--- src/rtl/imm_encoder_pkg.sv ---
// imm_encoder_pkg: extender mode codes and encoder FSM state encoding
package imm_encoder_pkg;
    localparam logic [1:0] EOP_SEXT = 2'b00;
    localparam logic [1:0] EOP_ZEXT = 2'b01;
    localparam logic [1:0] EOP_LUI  = 2'b10;
    localparam logic [1:0] EOP_SHL2 = 2'b11;
    typedef enum logic [1:0] {S_IDLE, S_ONE, S_HI, S_LO} state_t;
endpackage

--- src/rtl/imm_encoder_if.sv ---
// imm_encoder_if: constant-in / immediate-beat-out valid/ready bundle
interface imm_encoder_if;
    logic        in_valid;
    logic        in_ready;
    logic [31:0] in_data;
    logic        out_valid;
    logic        out_ready;
    logic [15:0] out_imm;
    logic [1:0]  out_eop;
    logic        out_last;
    modport master (output in_valid, in_data, out_ready,
                    input  in_ready, out_valid, out_imm, out_eop, out_last);
    modport slave  (input  in_valid, in_data, out_ready,
                    output in_ready, out_valid, out_imm, out_eop, out_last);
endinterface

--- src/rtl/imm_encoder_classify.sv ---
// imm_classify: picks the first extender mode that reproduces v, else flags a lui/ori pair
module imm_classify
    import imm_encoder_pkg::*;
#(
    parameter bit EN_SHIFT = 1'b1
) (
    input  logic [31:0] v,
    output logic        pair,
    output logic [15:0] imm,
    output logic [1:0]  eop
);
    logic sgn, zro, lui, shl;
    assign sgn = &v[31:15] | ~|v[31:15];
    assign zro = ~|v[31:16];
    assign lui = ~|v[15:0];
    assign shl = EN_SHIFT && ~|v[1:0] && (&v[31:17] | ~|v[31:17]);
    // The pair case shares the lui encoding for its first beat
    always_comb begin
        pair = !(sgn || zro || lui || shl);
        imm  = (sgn || zro) ? v[15:0] : shl && !lui ? v[17:2] : v[31:16];
        eop  = sgn ? EOP_SEXT : zro ? EOP_ZEXT : lui ? EOP_LUI : shl ? EOP_SHL2 : EOP_LUI;
    end
endmodule

--- src/rtl/imm_encoder.sv ---
// imm_encoder: emits the immediate beat(s) and EOp that an extender maps back to a 32-bit constant
module imm_encoder
    import imm_encoder_pkg::*;
#(
    parameter bit EN_SHIFT = 1'b1
) (
    input logic         clk,
    input logic         reset,
    imm_encoder_if.slave bus
);
    state_t      state;
    logic [15:0] lo;
    logic        c_pair;
    logic [15:0] c_imm;
    logic [1:0]  c_eop;

    imm_classify #(.EN_SHIFT(EN_SHIFT)) u_cls (
        .v    (bus.in_data),
        .pair (c_pair),
        .imm  (c_imm),
        .eop  (c_eop)
    );

    assign bus.in_ready  = state == S_IDLE;
    assign bus.out_valid = state != S_IDLE;

    always_ff @(posedge clk) begin
        if (reset) begin
            state        <= S_IDLE;
            lo           <= 16'h0000;
            bus.out_imm  <= 16'h0000;
            bus.out_eop  <= EOP_SEXT;
            bus.out_last <= 1'b0;
        end else begin
            case (state)
                S_IDLE: if (bus.in_valid) begin
                    state        <= c_pair ? S_HI : S_ONE;
                    lo           <= bus.in_data[15:0];
                    bus.out_imm  <= c_imm;
                    bus.out_eop  <= c_eop;
                    bus.out_last <= !c_pair;
                end
                S_ONE: if (bus.out_ready) state <= S_IDLE;
                S_HI: if (bus.out_ready) begin
                    state        <= S_LO;
                    bus.out_imm  <= lo;
                    bus.out_eop  <= EOP_ZEXT;
                    bus.out_last <= 1'b1;
                end
                S_LO: if (bus.out_ready) state <= S_IDLE;
            endcase
        end
    end
endmodule

--- src/flat_wrapper.sv ---
// flat-port wrapper written by rule: the top's interface ports become plain ports
module imm_encoder_flat import imm_encoder_pkg::*;
#(
    parameter bit EN_SHIFT = 1'b1
)
  (clk, reset, bus_in_valid, bus_in_data, bus_out_ready, bus_in_ready, bus_out_valid, bus_out_imm, bus_out_eop, bus_out_last);
  imm_encoder_if bus_i ();
  input logic clk;
  input logic reset;
  input wire logic [$bits(bus_i.in_valid)-1:0] bus_in_valid;
  input wire logic [$bits(bus_i.in_data)-1:0] bus_in_data;
  input wire logic [$bits(bus_i.out_ready)-1:0] bus_out_ready;
  output wire logic [$bits(bus_i.in_ready)-1:0] bus_in_ready;
  output wire logic [$bits(bus_i.out_valid)-1:0] bus_out_valid;
  output wire logic [$bits(bus_i.out_imm)-1:0] bus_out_imm;
  output wire logic [$bits(bus_i.out_eop)-1:0] bus_out_eop;
  output wire logic [$bits(bus_i.out_last)-1:0] bus_out_last;
  assign bus_i.in_valid = bus_in_valid;
  assign bus_i.in_data = bus_in_data;
  assign bus_i.out_ready = bus_out_ready;
  assign bus_in_ready = bus_i.in_ready;
  assign bus_out_valid = bus_i.out_valid;
  assign bus_out_imm = bus_i.out_imm;
  assign bus_out_eop = bus_i.out_eop;
  assign bus_out_last = bus_i.out_last;
  imm_encoder #(.EN_SHIFT(EN_SHIFT)) u_core (.clk(clk), .reset(reset), .bus(bus_i));
endmodule
--- config.mk ---
export PLATFORM = sky130hd
export DESIGN_NAME = imm_encoder_flat
export DESIGN_NICKNAME = d
export VERILOG_FILES = /design/src/rtl/imm_encoder_pkg.sv /design/src/rtl/imm_encoder_if.sv /design/src/rtl/imm_encoder_classify.sv /design/src/rtl/imm_encoder.sv /design/src/flat_wrapper.sv
export SDC_FILE = /design/constraint.sdc
export NUM_CORES = 1
export LEC_CHECK = 0
export ABC_AREA = 0
export ABC_CLOCK_PERIOD_IN_PS = 3200
export CAP_MARGIN = 20
export CORE_MARGIN = 2
export CORE_UTILIZATION = 53
export DETAILED_ROUTE_END_ITERATION = 10
export PLACE_DENSITY = 0.85
export SLEW_MARGIN = 20
export SYNTH_ARGS = -nofsm -noshare
export SYNTH_HDL_FRONTEND = slang
export SYNTH_SLANG_ARGS = --single-unit
--- constraint.sdc ---
create_clock -name clk -period 3.2 [get_ports clk]
set_input_delay 0.32 -clock clk [delete_from_list [all_inputs] [get_ports clk]]
set_output_delay 0.32 -clock clk [all_outputs]
set_load 0.005 [all_outputs]
==> results of run 1 <==
## sequential cells by signal, indices dropped and copies added (netlist names)
signal,count
u_core.bus.out_eop,2
u_core.bus.out_imm,16
u_core.state,2
u_core.lo,16
u_core.bus.out_last,1
## final cells by class
class / count / area (sq um)
Multi-Input combinational cell: 251 / 1400
Clock inverter: 3 / 22.52
Tap cell: 50 / 62.56
Clock buffer: 5 / 68.82
Sequential cell: 37 / 740.7
Inverter: 2 / 7.507
Timing Repair Buffer: 69 / 658.1
Fill cell: 341 / 1069
## per-stage QoR
stage | instances | power, mW
floorplan | 314 | 0.7198
global placement | 409 | 0.8926
detailed placement | 409 | 0.8999
CTS | 417 | 1.241
global route | 417 | 1.297
finish | 417 | 1.240
## where the power goes
part           switching (mW)  internal [mW]
clock                   0.188          0.155
sequential             0.0319          0.505
combinational           0.188          0.173
## cell usage in the layout, fill, tap and decap left out, types with 2 or more instances in the layout
master	Yosys	routed
sky130_fd_sc_hd__nand2_1	83	83
sky130_fd_sc_hd__clkdlybuf4s50_1	0	56
sky130_fd_sc_hd__a21oi_1	48	47
sky130_fd_sc_hd__dfxtp_1	37	37
sky130_fd_sc_hd__nand3_1	15	15
sky130_fd_sc_hd__o21ai_0	15	15
sky130_fd_sc_hd__buf_4	1	13
sky130_fd_sc_hd__nor2_1	12	12
sky130_fd_sc_hd__a21oi_2	9	10
sky130_fd_sc_hd__nor4_1	9	9
sky130_fd_sc_hd__a221oi_2	9	9
sky130_fd_sc_hd__nand4_1	7	7
sky130_fd_sc_hd__and2_1	5	5
sky130_fd_sc_hd__a211oi_1	5	5
sky130_fd_sc_hd__clkbuf_8	0	5
sky130_fd_sc_hd__nand2b_1	3	3
sky130_fd_sc_hd__nor3_1	3	3
sky130_fd_sc_hd__o21a_1	3	3
sky130_fd_sc_hd__inv_1	2	2
sky130_fd_sc_hd__a21o_1	2	2
sky130_fd_sc_hd__a31oi_1	2	2
sky130_fd_sc_hd__a311o_1	2	2
sky130_fd_sc_hd__a221oi_1	2	2
sky130_fd_sc_hd__clkinv_4	0	2
## worst paths after layout
check	end	slack (ns)	startpoint	depth (start not counted)
setup / recovery	u_core.bus.out_imm[3]$_SDFFE_PP0P_	0.74	bus_in_data[27]	7
hold / removal	u_core.lo[1]$_SDFFE_PP0P_	0.46	u_core.lo[1]$_SDFFE_PP0P_	2
setup reg to reg	u_core.bus.out_imm[0]$_SDFFE_PP0P_	1.24	u_core.state[0]$_SDFFE_PP0P_	4
hold reg to reg	u_core.lo[1]$_SDFFE_PP0P_	0.46	u_core.lo[1]$_SDFFE_PP0P_	2
## kinds of logic (layout without fill, tap and decap cells)
logic type / after synthesis / after routing
AO/OA/AOI/OAI: 107 / 107
AND/OR/NAND/NOR: 144 / 144
flip-flops: 37 / 37
buffers and inverters: 26 / 79
## synthesized netlist by cell type (all sizes together)
| library cell | number |
|---|---|
| nand3 | 15 |
| dfxtp | 37 |
| a21oi | 57 |
| inv | 2 |
| o31a | 1 |
| a22o | 1 |
| buf | 6 |
| a221oi | 11 |
| nand2b | 3 |
| a21o | 2 |
| a311o | 2 |
| o21ba | 1 |
| o21ai | 16 |
| and3 | 1 |
| a311oi | 1 |
| nor4 | 9 |
| o21a | 3 |
| and2 | 5 |
| or2 | 1 |
| a31oi | 2 |
| o22ai | 1 |
| or3 | 2 |
| nand2 | 83 |
| o31ai | 1 |
| nor2b | 1 |
| or4 | 1 |
| nand4 | 7 |
| a22oi | 1 |
| clkbuf | 18 |
| o221ai | 1 |
| nor3 | 3 |
| a211oi | 6 |
| nor2 | 13 |
## worst max-delay path: cells and delay by family
| kind | cells | cell delay [ns] |
|---|---|---|
| buf+inv | 1 | 0.46 |
| simple gates | 4 | 1.47 |
| compound gates | 2 | 0.39 |
## routing by layer
layer	up-vias	GRT usage
met5	-	0
met4	0	0.09804
met3	9	0.07456
met2	165	0.4263
met1	1233	0.4468
li1	1229	-
==> Implementation_results.wiki, run 1 <==
{| class="wikitable"
! Metric !! Value
|-
| Die width || around 69 um
|-
| Post-route worst hold slack || roughly 0.46 ns
|-
| Antenna diode instance count || 0
|-
| Count of nets left with antenna violations after detail routing || 0
|-
| Crit path arrival time || roughly 2.7 ns
|-
| Insertion delay of the later-clocked pin in the worst-skew pair || around 0.3 ns
|-
| Vias in the first global route || 2349
|-
| Total negative slack for setup checks || 0 ns
|-
| Number of detailed-route iterations in the first pass || 6
|-
| Wire length after detailed routing || about 7 mm
|-
| Io pins || 57
|-
| Count of clock tree sinks || 37
|-
| Area of the core || 0.004029 sq mm
|-
| Routed wire length on met2 || 3.119 mm
|-
| Critical path's most frequent cell || sky130_fd_sc_hd__nand2_1
|-
| Count of input and output buffers || 56
|-
| Number of gates resized after CTS || 0
|-
| TritonCTS clock tree || done
|-
| Row count || 23
|-
| Cell leakage power || a little over 1 nW
|-
| Post-place instance area || about 0.0029 sq mm
|-
| Final setup vio count || 0
|-
| DR vias || 2636
|-
| Portion of the post-synthesis area used by sequential elements || 0.3294
|-
| CTS clk-pin slew, worst paths || around 0.08 ns
|-
| Arithmetic-cell share of the synthesized area counting full adders, half adders and majority gates || 0
|-
| Hold buffer count at CTS || 0
|-
| Area share of and/or/nand/nor cells after synthesis || 0.2899
|-
| Final critical delay including setup and external delays || approximately 2.5 ns
|-
| Yosys warns || 0
|-
| Number of failing hold endpoints at the final stage || 0
|-
| Post-CTS setup buffer count || 0
|-
| Mean cell area of the mapped netlist || roughly 7.2 sq um
|-
| Type of origin of the critical path || input port
|-
| Initial antenna violation count || 0
|-
| Total DRC errors in the routed layout || 0
|-
| Headroom to the max-slew limit || 0.4948
|-
| DP HPWL || slightly above 5 mm
|-
| Peak fanout along the critical path || 12
|-
| Number of nets in the synthesized netlist || between 300 and 400
|-
| Worst Setup End Kind || flip-flop
|-
| Yosys reg bits || 37
|-
| RSZ-0062 raised after global routing || false
|-
| Netlist area before placement || between 0.002 and 0.0025 sq mm
|-
| Worst min-delay path class || flip-flop to flip-flop
|-
| Total clock buffers created by CTS || 5
|-
| Slew Viols, Final || 0
|-
| Power per cell area || between 400 and 500 mW/mm^2
|-
| Final nets || 402
|-
| Multiplexer fraction of the synthesized cell area || 0
|-
| Pre-CTS setup slack || 0.5243 ns
|-
| Via density || approximately 6.3
|-
| Distinct cells, synth || 42
|-
| Data required time of the worst path || between 3 and 4 ns
|-
| Global Route Usage Sum || 0.3017
|-
| Summed area of non-filler cells in the final layout || around 0.0030 sq mm
|-
| Number of design-rule violations left by the first detailed-router iteration || approximately 290
|-
| Compound-cell area share of the yosys netlist || 0.3311
|-
| Layout area overhead || 31.66%
|-
| Delay of the slowest cell on the worst path || ~0.57 ns
|-
| Synth top area cells || sky130_fd_sc_hd__dfxtp_1 33%, sky130_fd_sc_hd__nand2_1 14%, sky130_fd_sc_hd__a21oi_1 11%, sky130_fd_sc_hd__a221oi_2 6.0%, sky130_fd_sc_hd__a21oi_2 3.5%
|-
| Max Clock Skew || between 0.004 and 0.005 ns
|-
| Gate Count Post-Synth || approximately 310
|-
| Setup ws final || between 0.7 and 0.8 ns
|-
| CTS H-tree depth || 2
|-
| Clock Root Buffer || sky130_fd_sc_hd__clkbuf_8
|-
| Top-area cell type share of the netlist area || 0.3294
|-
| Die Height || approximately 69 um
|-
| Top layer reached by signal wires || met4
|-
| Initial core utilization || 0.5581
|-
| Final weighted congestion of routability-driven global placement || about 1.0
|-
| Library cell with the largest summed area after synthesis || sky130_fd_sc_hd__dfxtp_1
|-
| GR Overflow Total || 0
|-
| Met3 wire length || 737 um
|-
| VDD IR max || about 0.00038 V
|-
| Status || complete, no violations
|-
| Slew @ Worst Pin || roughly 0.76 ns
|-
| Fraction of final layout cells sized beyond drive strength 1 || 0.1226
|-
| Buffer levels on the longest clock path || 2
|-
| Final cycle utilization of the critical path || 0.7674
|-
| Fraction of the core area covered by cells at the end of the flow || 0.7348
|-
| Combinational family with the most area after synthesis || compound AO/OA/AOI/OAI gates
|-
| Ordered cell list for the critical path || clkdlybuf4s50_1 > or4_1 > nor4_1 > nand2_1 > nand2_1 > a21oi_1 > a221oi_1
|-
| Pin count of the biggest net entering global routing || 31
|-
| Slowest cell on crit path || sky130_fd_sc_hd__or4_1
|-
| Count of maximum capacitance violations || 0
|-
| Upper clock frequency limit || just over 0.4 GHz
|-
| First-pass GRT wire length || 11.72 mm
|-
| Category of the most critical setup path || input port to flip-flop
|-
| Routed length per instance || 17.13 um
|-
| Post-synthesis share of cell area spent on xor and xnor gates || 0
|-
| Wire length on met1 || roughly 3.2 mm
|-
| Die outline area || 0.004779 sq mm
|}
Power figures use the tool's default switching activity.
==> inputs of run 2 (changes only) <==
- ABC_CLOCK_PERIOD_IN_PS: 3200 -> 2260
- CORE_UTILIZATION: 53 -> 49
- PLACE_DENSITY: 0.85 -> 0.8
- clock period: 3.2 -> 2.26 ns (I/O delays scaled with it)
==> run 2 against run 1 <==
Effect of this change:
- combinational power up 57%
- non-clock buffer count up 30
- sequential power up 41%
- clock power up 45%
- cell area up 8.3%
- sequential share of layout area down 1.9 points
- setup slack worse by 0.70 ns
- global-route usage up 0.59 points
- largest cell class unchanged
==> Implementation_results.wiki, run 2 (synthesis results as in run 1) <==
{| class="wikitable"
! Metric !! Value
|-
| Status || complete, no violations (unchanged)
|-
| Number of failing hold endpoints at the final stage || 0 (unchanged)
|-
| Antenna diode instance count || 0 (unchanged)
|-
| Launching instance or port of the critical path || bus_in_data[27] (unchanged)
|-
| Die Height || 71.74 um (was 69.13 um)
|-
| Startpoint of the lowest-slack hold path || u_core.lo[1]$_SDFFE_PP0P_ (unchanged)
|-
| GR Overflow Total || 0 (unchanged)
|-
| Category of the most critical setup path || input port to flip-flop (unchanged)
|-
| Layout area overhead || 42.57% (was 31.66%)
|-
| Total DRC errors in the routed layout || 0 (unchanged)
|-
| Number of design-rule violations left by the first detailed-router iteration || 268 (was 291)
|-
| Die width || 71.74 um (was 69.13 um)
|-
| Total area of multi-input combinational cells || 0.001409 sq mm (was 0.001400 sq mm)
|-
| Area of the core || 0.004384 sq mm (was 0.004029 sq mm)
|-
| Worst Setup End Kind || flip-flop (unchanged)
|-
| Met1 Use GR || 0.4419 (was 0.4468)
|-
| Crit path arrival time || 2.39 ns (was 2.65 ns)
|-
| Initial core utilization || 0.5128 (was 0.5581)
|-
| Peak fanout along the critical path || 14 (was 12)
|-
| TritonCTS clock tree || done (unchanged)
|-
| VDD IR max || 0.0004031 V (was 0.0003817 V)
|-
| Initial antenna violation count || 0 (unchanged)
|-
| Ordered cell list for the critical path || clkdlybuf4s50_1 > or4_4 > or3_4 > o21ba_4 > a22o_1 > a21oi_1 > a211oi_1 (was clkdlybuf4s50_1 > or4_1 > nor4_1 > nand2_1 > nand2_1 > a21oi_1 > a221oi_1)
|-
| Upper clock frequency limit || about 0.45 GHz
|-
| Max Clock Skew || 0.008381 ns (was 0.004225 ns)
|-
| First-pass GRT wire length || 12.35 mm (was 11.72 mm)
|-
| Data required time of the worst path || 2.43 ns (was 3.39 ns)
|-
| Cell leakage power || 1.179 nW (was 1.038 nW)
|-
| Routed length per instance || 17.03 um (was 17.13 um)
|-
| Slew Viols, Final || 0 (unchanged)
|-
| Insertion delay of the later-clocked pin in the worst-skew pair || 0.31 ns (was 0.30 ns)
|-
| Final nets || 432 (was 402)
|-
| Vias in the first global route || 2517 (was 2349)
|-
| Power per cell area || 567.5 mW/mm^2 (was 418.9 mW/mm^2)
|-
| Slew @ Worst Pin || 0.4540 ns (was 0.7578 ns)
|-
| Slowest cell on crit path || sky130_fd_sc_hd__or4_4 (was sky130_fd_sc_hd__or4_1)
|-
| Power after layout || 1.819 mW (was 1.240 mW)
|-
| Commonest non-fill, non-tap cells in the layout || 83 x sky130_fd_sc_hd__nand2_1, 56 x sky130_fd_sc_hd__clkdlybuf4s50_1, 47 x sky130_fd_sc_hd__a21oi_1 (unchanged)
|-
| Pin count of the biggest net entering global routing || 38 (was 31)
|-
| Count of input and output buffers || 56 (unchanged)
|-
| Count of clock tree sinks || 37 (unchanged)
|-
| CTS H-tree depth || 2 (unchanged)
|-
| Final cycle utilization of the critical path || 0.9793
|-
| Number of detailed-route iterations in the first pass || 6 (unchanged)
|-
| Global Route Usage Sum || 0.3076 (was 0.3017)
|-
| DR vias || 2788 (was 2636)
|-
| Delay of the slowest cell on the worst path || 0.54 ns (was 0.57 ns)
|-
| Register area || 740.7 sq um (unchanged)
|-
| Type of origin of the critical path || input port (unchanged)
|-
| Met3 Track Usage GR || 0.05907 (was 0.07456)
|-
| Post-CTS setup buffer count || 0 (unchanged)
|-
| Worst min-delay path class || flip-flop to flip-flop (unchanged)
|-
| Row count || 24 (was 23)
|-
| Count of maximum capacitance violations || 0 (unchanged)
|-
| Summed area of non-filler cells in the final layout || 0.003206 sq mm (was 0.002960 sq mm)
|-
| Filler instances || 345 (was 341)
|-
| Post-place instance area || 0.003109 sq mm (was 0.002869 sq mm)
|-
| Total clock buffers created by CTS || 5 (unchanged)
|-
| Io pins || 57 (unchanged)
|-
| Die outline area || 0.005147 sq mm (was 0.004779 sq mm)
|-
| GRT busiest layer || met2 (was met1)
|-
| Clock Root Buffer || sky130_fd_sc_hd__clkbuf_8 (unchanged)
|-
| Largest registers in the final layout || u_core.bus.out_imm x16, u_core.lo x16 (unchanged)
|-
| Buffer levels on the longest clock path || 2 (unchanged)
|-
| CTS clk-pin slew, worst paths || 0.09 ns (was 0.08 ns)
|-
| Most common cell after layout, fill and taps aside || sky130_fd_sc_hd__nand2_1 (unchanged)
|-
| Met2 usage in global routing || 0.4650 (was 0.4263)
|-
| DP HPWL || 5.543 mm (was 5.089 mm)
|-
| Final setup vio count || 0 (unchanged)
|-
| Wire length after detailed routing || 7.648 mm (was 7.142 mm)
|-
| Final weighted congestion of routability-driven global placement || 0.9407 (was 0.9963)
|-
| Via density || 6.209 (was 6.321)
|-
| Headroom to the max-slew limit || 0.6973 (was 0.4948)
|-
| Count of nets left with antenna violations after detail routing || 0 (unchanged)
|-
| Final critical delay including setup and external delays || between 2 and 2.5 ns
|-
| Fraction of final layout cells sized beyond drive strength 1 || 0.1914 (was 0.1226)
|-
| Worst R2R Start || u_core.state[0]$_SDFFE_PP0P_ (unchanged)
|}
## run 2: power breakdown
group / internal, mW / leakage [nW] / switching, mW
clock network: 0.218 / 0.0374 / 0.278
registers: 0.715 / 0.306 / 0.0419
logic: 0.286 / 0.836 / 0.281
total: 1.22 / 1.18 / 0.601
## run 2: worst paths after layout
| kind | depth (start not counted) | slack [ns] | end |
|---|---|---|---|
| min | 2 | 0.47 | u_core.lo[1]$_SDFFE_PP0P_ |
| min reg2reg | 2 | 0.47 | u_core.lo[1]$_SDFFE_PP0P_ |
| max reg2reg | 6 | 0.53 | u_core.bus.out_imm[3]$_SDFFE_PP0P_ |
| max | 7 | 0.05 | u_core.state[1]$_SDFFE_PP0P_ |
## run 2: layout make-up
class,count,area share
multi-input cells,251,0.4395
repair buffers,99,0.2795
flip-flops and latches,37,0.2311
clock buffers,6,0.02264
well taps,52,0.02030
clock inverters,2,0.004684
inverters,2,0.002342
## run 2: metal layers
metal | vias up | share of wire
met5 | - | 0
met4 | 0 | 0.015
met3 | 15 | 0.12
met2 | 178 | 0.44
met1 | 1298 | 0.42
li1 | 1297 | -
## run 2: critical path, delay by kind of cell
| family | cells | cell delay, ns |
|---|---|---|
| AND/OR/NAND/NOR | 2 | 0.91 |
| buffers and inverters | 1 | 0.43 |
| AO/OA/AOI/OAI | 4 | 0.81 |
## run 2: per-stage QoR
step / setup slack (ns) / cells / hold slack [ns] / util / TNS (ns)
2_1_floorplan: 0.3127 / 314 / 0.3620 / - / 0
3_3_place_gp: -0.2391 / 441 / 0.4443 / 0.7092 / -2.504
3_5_place_dp: -0.2513 / 441 / 0.4553 / 0.7092 / -3.036
4_1_cts: 0.04809 / 449 / 0.4667 / 0.7292 / 0
5_1_grt: -0.02343 / 449 / 0.4859 / 0.7312 / -0.02367
6_report: 0.04669 / 449 / 0.4664 / 0.7312 / 0
## run 2: repair_timing
action,CTS,global route
resized for setup,0,2
hold buffers,0,0
endpoints found under the setup margin,0,3
==> inputs of run 3 (changes only) <==
--- a/config.mk
+++ b/config.mk
@@ -10,7 +10,8 @@
 export CAP_MARGIN = 20
 export CORE_MARGIN = 2
-export CORE_UTILIZATION = 49
+export CORE_UTILIZATION = 63
 export DETAILED_ROUTE_END_ITERATION = 10
-export PLACE_DENSITY = 0.8
+export DONT_BUFFER_PORTS = 1
+export PLACE_DENSITY = 0.79
 export SLEW_MARGIN = 20
 export SYNTH_ARGS = -nofsm -noshare
==> constraint.sdc (replaced) <==
create_clock -name clk -period 2.26 [get_ports clk]
set_input_delay 0.226 -clock clk [delete_from_list [all_inputs] [get_ports clk]]
set_output_delay 0.226 -clock clk [all_outputs]
set_load 0.01 [all_outputs]
==> run 3 against run 2 <==
Effect of this change:
- combinational power decreased by 40%
- the flow now finishes with violations (hold timing)
- register-to-register slack got worse by 0.26 ns
- critical path depth decreased by 1
- routed wire length decreased by 15%
- non-clock buffer count decreased by 79
- clock skew decreased by 0.0016 ns
==> Implementation_results.wiki, run 3 (synthesis results as in run 1) <==
{| class="wikitable"
! Metric !! Value
|-
| Area of the core || 0.003390 sq mm (was 0.004384 sq mm)
|-
| Die Height || 63.74 um (was 71.74 um)
|-
| CTS clk-pin slew, worst paths || 0.12 ns (was 0.09 ns)
|-
| Post-route worst hold slack || -0.002774 ns (was 0.4664 ns)
|-
| Category of the most critical setup path || flip-flop to flip-flop (was input port to flip-flop)
|-
| Cell leakage power || 0.8504 nW (was 1.179 nW)
|-
| Filler instances || 308 (was 345)
|-
| Number of failing hold endpoints at the final stage || 3 (was 0)
|-
| Io pins || 57 (unchanged)
|-
| Vias in the first global route || 2300 (was 2517)
|-
| Summed area of non-filler cells in the final layout || 0.002447 sq mm (was 0.003206 sq mm)
|-
| Die outline area || 0.004063 sq mm (was 0.005147 sq mm)
|-
| Wire length after detailed routing || 6.502 mm (was 7.648 mm)
|-
| Upper clock frequency limit || 0.5014 GHz (was 0.4518 GHz)
|-
| Via density || 6.552 (was 6.209)
|-
| Largest registers in the final layout || u_core.bus.out_imm x16, u_core.lo x16 (unchanged)
|-
| Post-place instance area || 0.002316 sq mm (was 0.003109 sq mm)
|-
| Final nets || 353 (was 432)
|-
| GR Overflow Total || 0 (unchanged)
|-
| Delay of the slowest cell on the worst path || 0.55 ns (was 0.54 ns)
|-
| Number of buffers and inverters on the critical path || 2 (was 1)
|-
| Global Route Usage Sum || 0.3390 (was 0.3076)
|-
| Final cycle utilization of the critical path || 0.8824 (was 0.9793)
|-
| Routed length per instance || 17.86 um (was 17.03 um)
|-
| Initial antenna violation count || 0 (unchanged)
|-
| Insertion delay of the later-clocked pin in the worst-skew pair || 0.35 ns (was 0.31 ns)
|-
| Worst min-delay path class || input port to flip-flop (was flip-flop to flip-flop)
|-
| Violations in the final reports || hold timing
|-
| Row count || 21 (was 24)
|-
| Combinational power share || 0.232 (was 0.312)
|-
| Post-CTS setup buffer count || 0 (unchanged)
|-
| Final setup vio count || 0 (unchanged)
|-
| Slowest cell on crit path || sky130_fd_sc_hd__dlygate4sd3_1 (was sky130_fd_sc_hd__or4_4)
|-
| CTS H-tree depth || 2 (unchanged)
|-
| Slew @ Worst Pin || 0.4534 ns (was 0.4540 ns)
|-
| Final weighted congestion of routability-driven global placement || 0.9160 (was 0.9407)
|-
| Most common cell after layout, fill and taps aside || sky130_fd_sc_hd__nand2_1 (unchanged)
|-
| VDD IR max || 0.0004380 V (was 0.0004031 V)
|-
| Number of detailed-route iterations in the first pass || 5 (was 6)
|-
| Number of design-rule violations left by the first detailed-router iteration || 255 (was 268)
|-
| Buffer levels on the longest clock path || 2 (unchanged)
|-
| Data required time of the worst path || 2.56 ns (was 2.43 ns)
|-
| DR vias || 2385 (was 2788)
|-
| Worst Setup End Kind || flip-flop (unchanged)
|-
| Cell family contributing the most delay on the critical path || buffers and inverters (was simple AND/OR/NAND/NOR gates)
|-
| Proportion of power drawn by the clock network || 0.240 (was 0.272)
|-
| Power per cell area || 604.7 mW/mm^2 (was 567.5 mW/mm^2)
|-
| Max Clock Skew || 0.006771 ns (was 0.008381 ns)
|-
| Count of clock tree sinks || 37 (unchanged)
|-
| Total DRC errors in the routed layout || 0 (unchanged)
|-
| Total negative slack for setup checks || 0 ns (unchanged)
|-
| Pin count of the biggest net entering global routing || 36 (was 38)
|-
| Peak fanout along the critical path || 18 (was 14)
|-
| Final critical delay including setup and external delays || 1.994 ns (was 2.213 ns)
|-
| Initial core utilization || 0.6633 (was 0.5128)
|-
| Cell-internal power || 972.5 uW (was 1.219 mW)
|-
| Slew Viols, Final || 0 (unchanged)
|-
| Headroom to the max-slew limit || 0.6977 (was 0.6973)
|-
| NetSw || 507.5 uW (was 600.6 uW)
|-
| DP HPWL || 4.546 mm (was 5.543 mm)
|-
| Final cell count without fillers || 364 (was 449)
|-
| Commonest non-fill, non-tap cells in the layout || 83 x sky130_fd_sc_hd__nand2_1, 47 x sky130_fd_sc_hd__a21oi_1, 37 x sky130_fd_sc_hd__dfxtp_1 (was 83 x sky130_fd_sc_hd__nand2_1, 56 x sky130_fd_sc_hd__clkdlybuf4s50_1, 47 x sky130_fd_sc_hd__a21oi_1)
|-
| First-pass GRT wire length || 10.82 mm (was 12.35 mm)
|-
| Type of origin of the critical path || flip-flop (was input port)
|-
| Proportion of power drawn by flip-flops and latches || 0.528 (was 0.416)
|-
| Worst reg-to-reg path cell count || 6 (unchanged)
|-
| Ordered cell list for the critical path || nor2_1 > and2_1 > buf_4 > nand2_1 > a21oi_1 > dlygate4sd3_1 (was clkdlybuf4s50_1 > or4_4 > or3_4 > o21ba_4 > a22o_1 > a21oi_1 > a211oi_1)
|-
| Clock Root Buffer || sky130_fd_sc_hd__clkbuf_4 (was sky130_fd_sc_hd__clkbuf_8)
|-
| Die width || 63.74 um (was 71.74 um)
|-
| Antenna diode instance count || 0 (unchanged)
|-
| Internal reg-to-reg setup slack || 0.27 ns (was 0.53 ns)
|-
| TritonCTS clock tree || done (unchanged)
|-
| RSZ-0062 raised after global routing || false
|-
| Fraction of the core area covered by cells at the end of the flow || 0.7220 (was 0.7312)
|-
| Layout area overhead || 8.848% (was 42.57%)
|-
| Switch share || 0.3429 (was 0.3301)
|-
| Logic depth of the worst path, buffers included || 6 (was 7)
|-
| Count of maximum capacitance violations || 0 (unchanged)
|-
| Total clock buffers created by CTS || 5 (unchanged)
|-
| Status || complete, but fails checks (was complete, no violations)
|-
| Cell count of the worst hold path || 2 (unchanged)
|-
| Fraction of final layout cells sized beyond drive strength 1 || 0.1415 (was 0.1914)
|-
| Number of placed cells counting well taps || 349 (was 441)
|-
| Count of input and output buffers || 0 (was 56)
|-
| Crit path arrival time || 2.30 ns (was 2.39 ns)
|-
| Count of nets left with antenna violations after detail routing || 0 (unchanged)
|}
## run 3: stage by stage
step	hold slack, ns	power, mW	worst slack (ns)
final	-0.002774	1.480	0.2657
after global placement	0.2966	1.103	0.2154
after CTS	0.00005665	1.468	0.2765
after detailed placement	0.2998	1.109	0.1826
after floorplan	0.3620	1.037	0.3127
after global routing	0.0004002	1.551	0.1200
## run 3: worst reg2reg max path: stages (launching register included)
cell and delay, ns:
sky130_fd_sc_hd__dfxtp_1 0.40, sky130_fd_sc_hd__nor2_1 0.33, sky130_fd_sc_hd__and2_1 0.22, sky130_fd_sc_hd__buf_4 0.25, sky130_fd_sc_hd__nand2_1 0.08, sky130_fd_sc_hd__a21oi_1 0.11, sky130_fd_sc_hd__dlygate4sd3_1 0.55
## run 3: repair_timing
item,CTS,global route
hold buffers,7,0
hold endpoints to repair,35,0
gates resized for setup,0,0
## run 3: per-layer routing
| metal | vias to the layer above | global-route usage | part of all wire |
|---|---|---|---|
| li1 | 1141 | - | - |
| met1 | 1086 | 0.4944 | 0.44 |
| met2 | 153 | 0.5000 | 0.42 |
| met3 | 5 | 0.07394 | 0.13 |
| met4 | 0 | 0.1033 | 0.0085 |
| met5 | - | 0 | 0 |
## run 3: final timing paths
kind | start | end
setup / recovery | u_core.state[0]$_SDFFE_PP0P_ | u_core.lo[15]$_SDFFE_PP0P_
hold / removal | bus_in_data[9] | u_core.lo[9]$_SDFFE_PP0P_
setup reg to reg | u_core.state[0]$_SDFFE_PP0P_ | u_core.lo[15]$_SDFFE_PP0P_
hold reg to reg | u_core.lo[0]$_SDFFE_PP0P_ | u_core.lo[0]$_SDFFE_PP0P_
## run 3: final cells by class
type | count | area [sq um] | area share
Clock buffer | 6 | 41.29 | 0.01687
Clock inverter | 2 | 10.01 | 0.004090
Tap cell | 46 | 57.56 | 0.02352
Timing Repair Buffer | 20 | 190.2 | 0.07771
Sequential cell | 37 | 740.7 | 0.3027
Multi-Input combinational cell | 251 | 1400 | 0.5721
Inverter | 2 | 7.507 | 0.003067
## run 3: power groups by stage
stage | combinational [mW] | sequential [mW] | clock, mW
floorplan | 0.258 | 0.779 | 0
global placement | 0.309 | 0.794 | 0
detailed placement | 0.314 | 0.795 | 0
CTS | 0.337 | 0.782 | 0.349
global route | 0.381 | 0.791 | 0.379
finish | 0.343 | 0.782 | 0.355
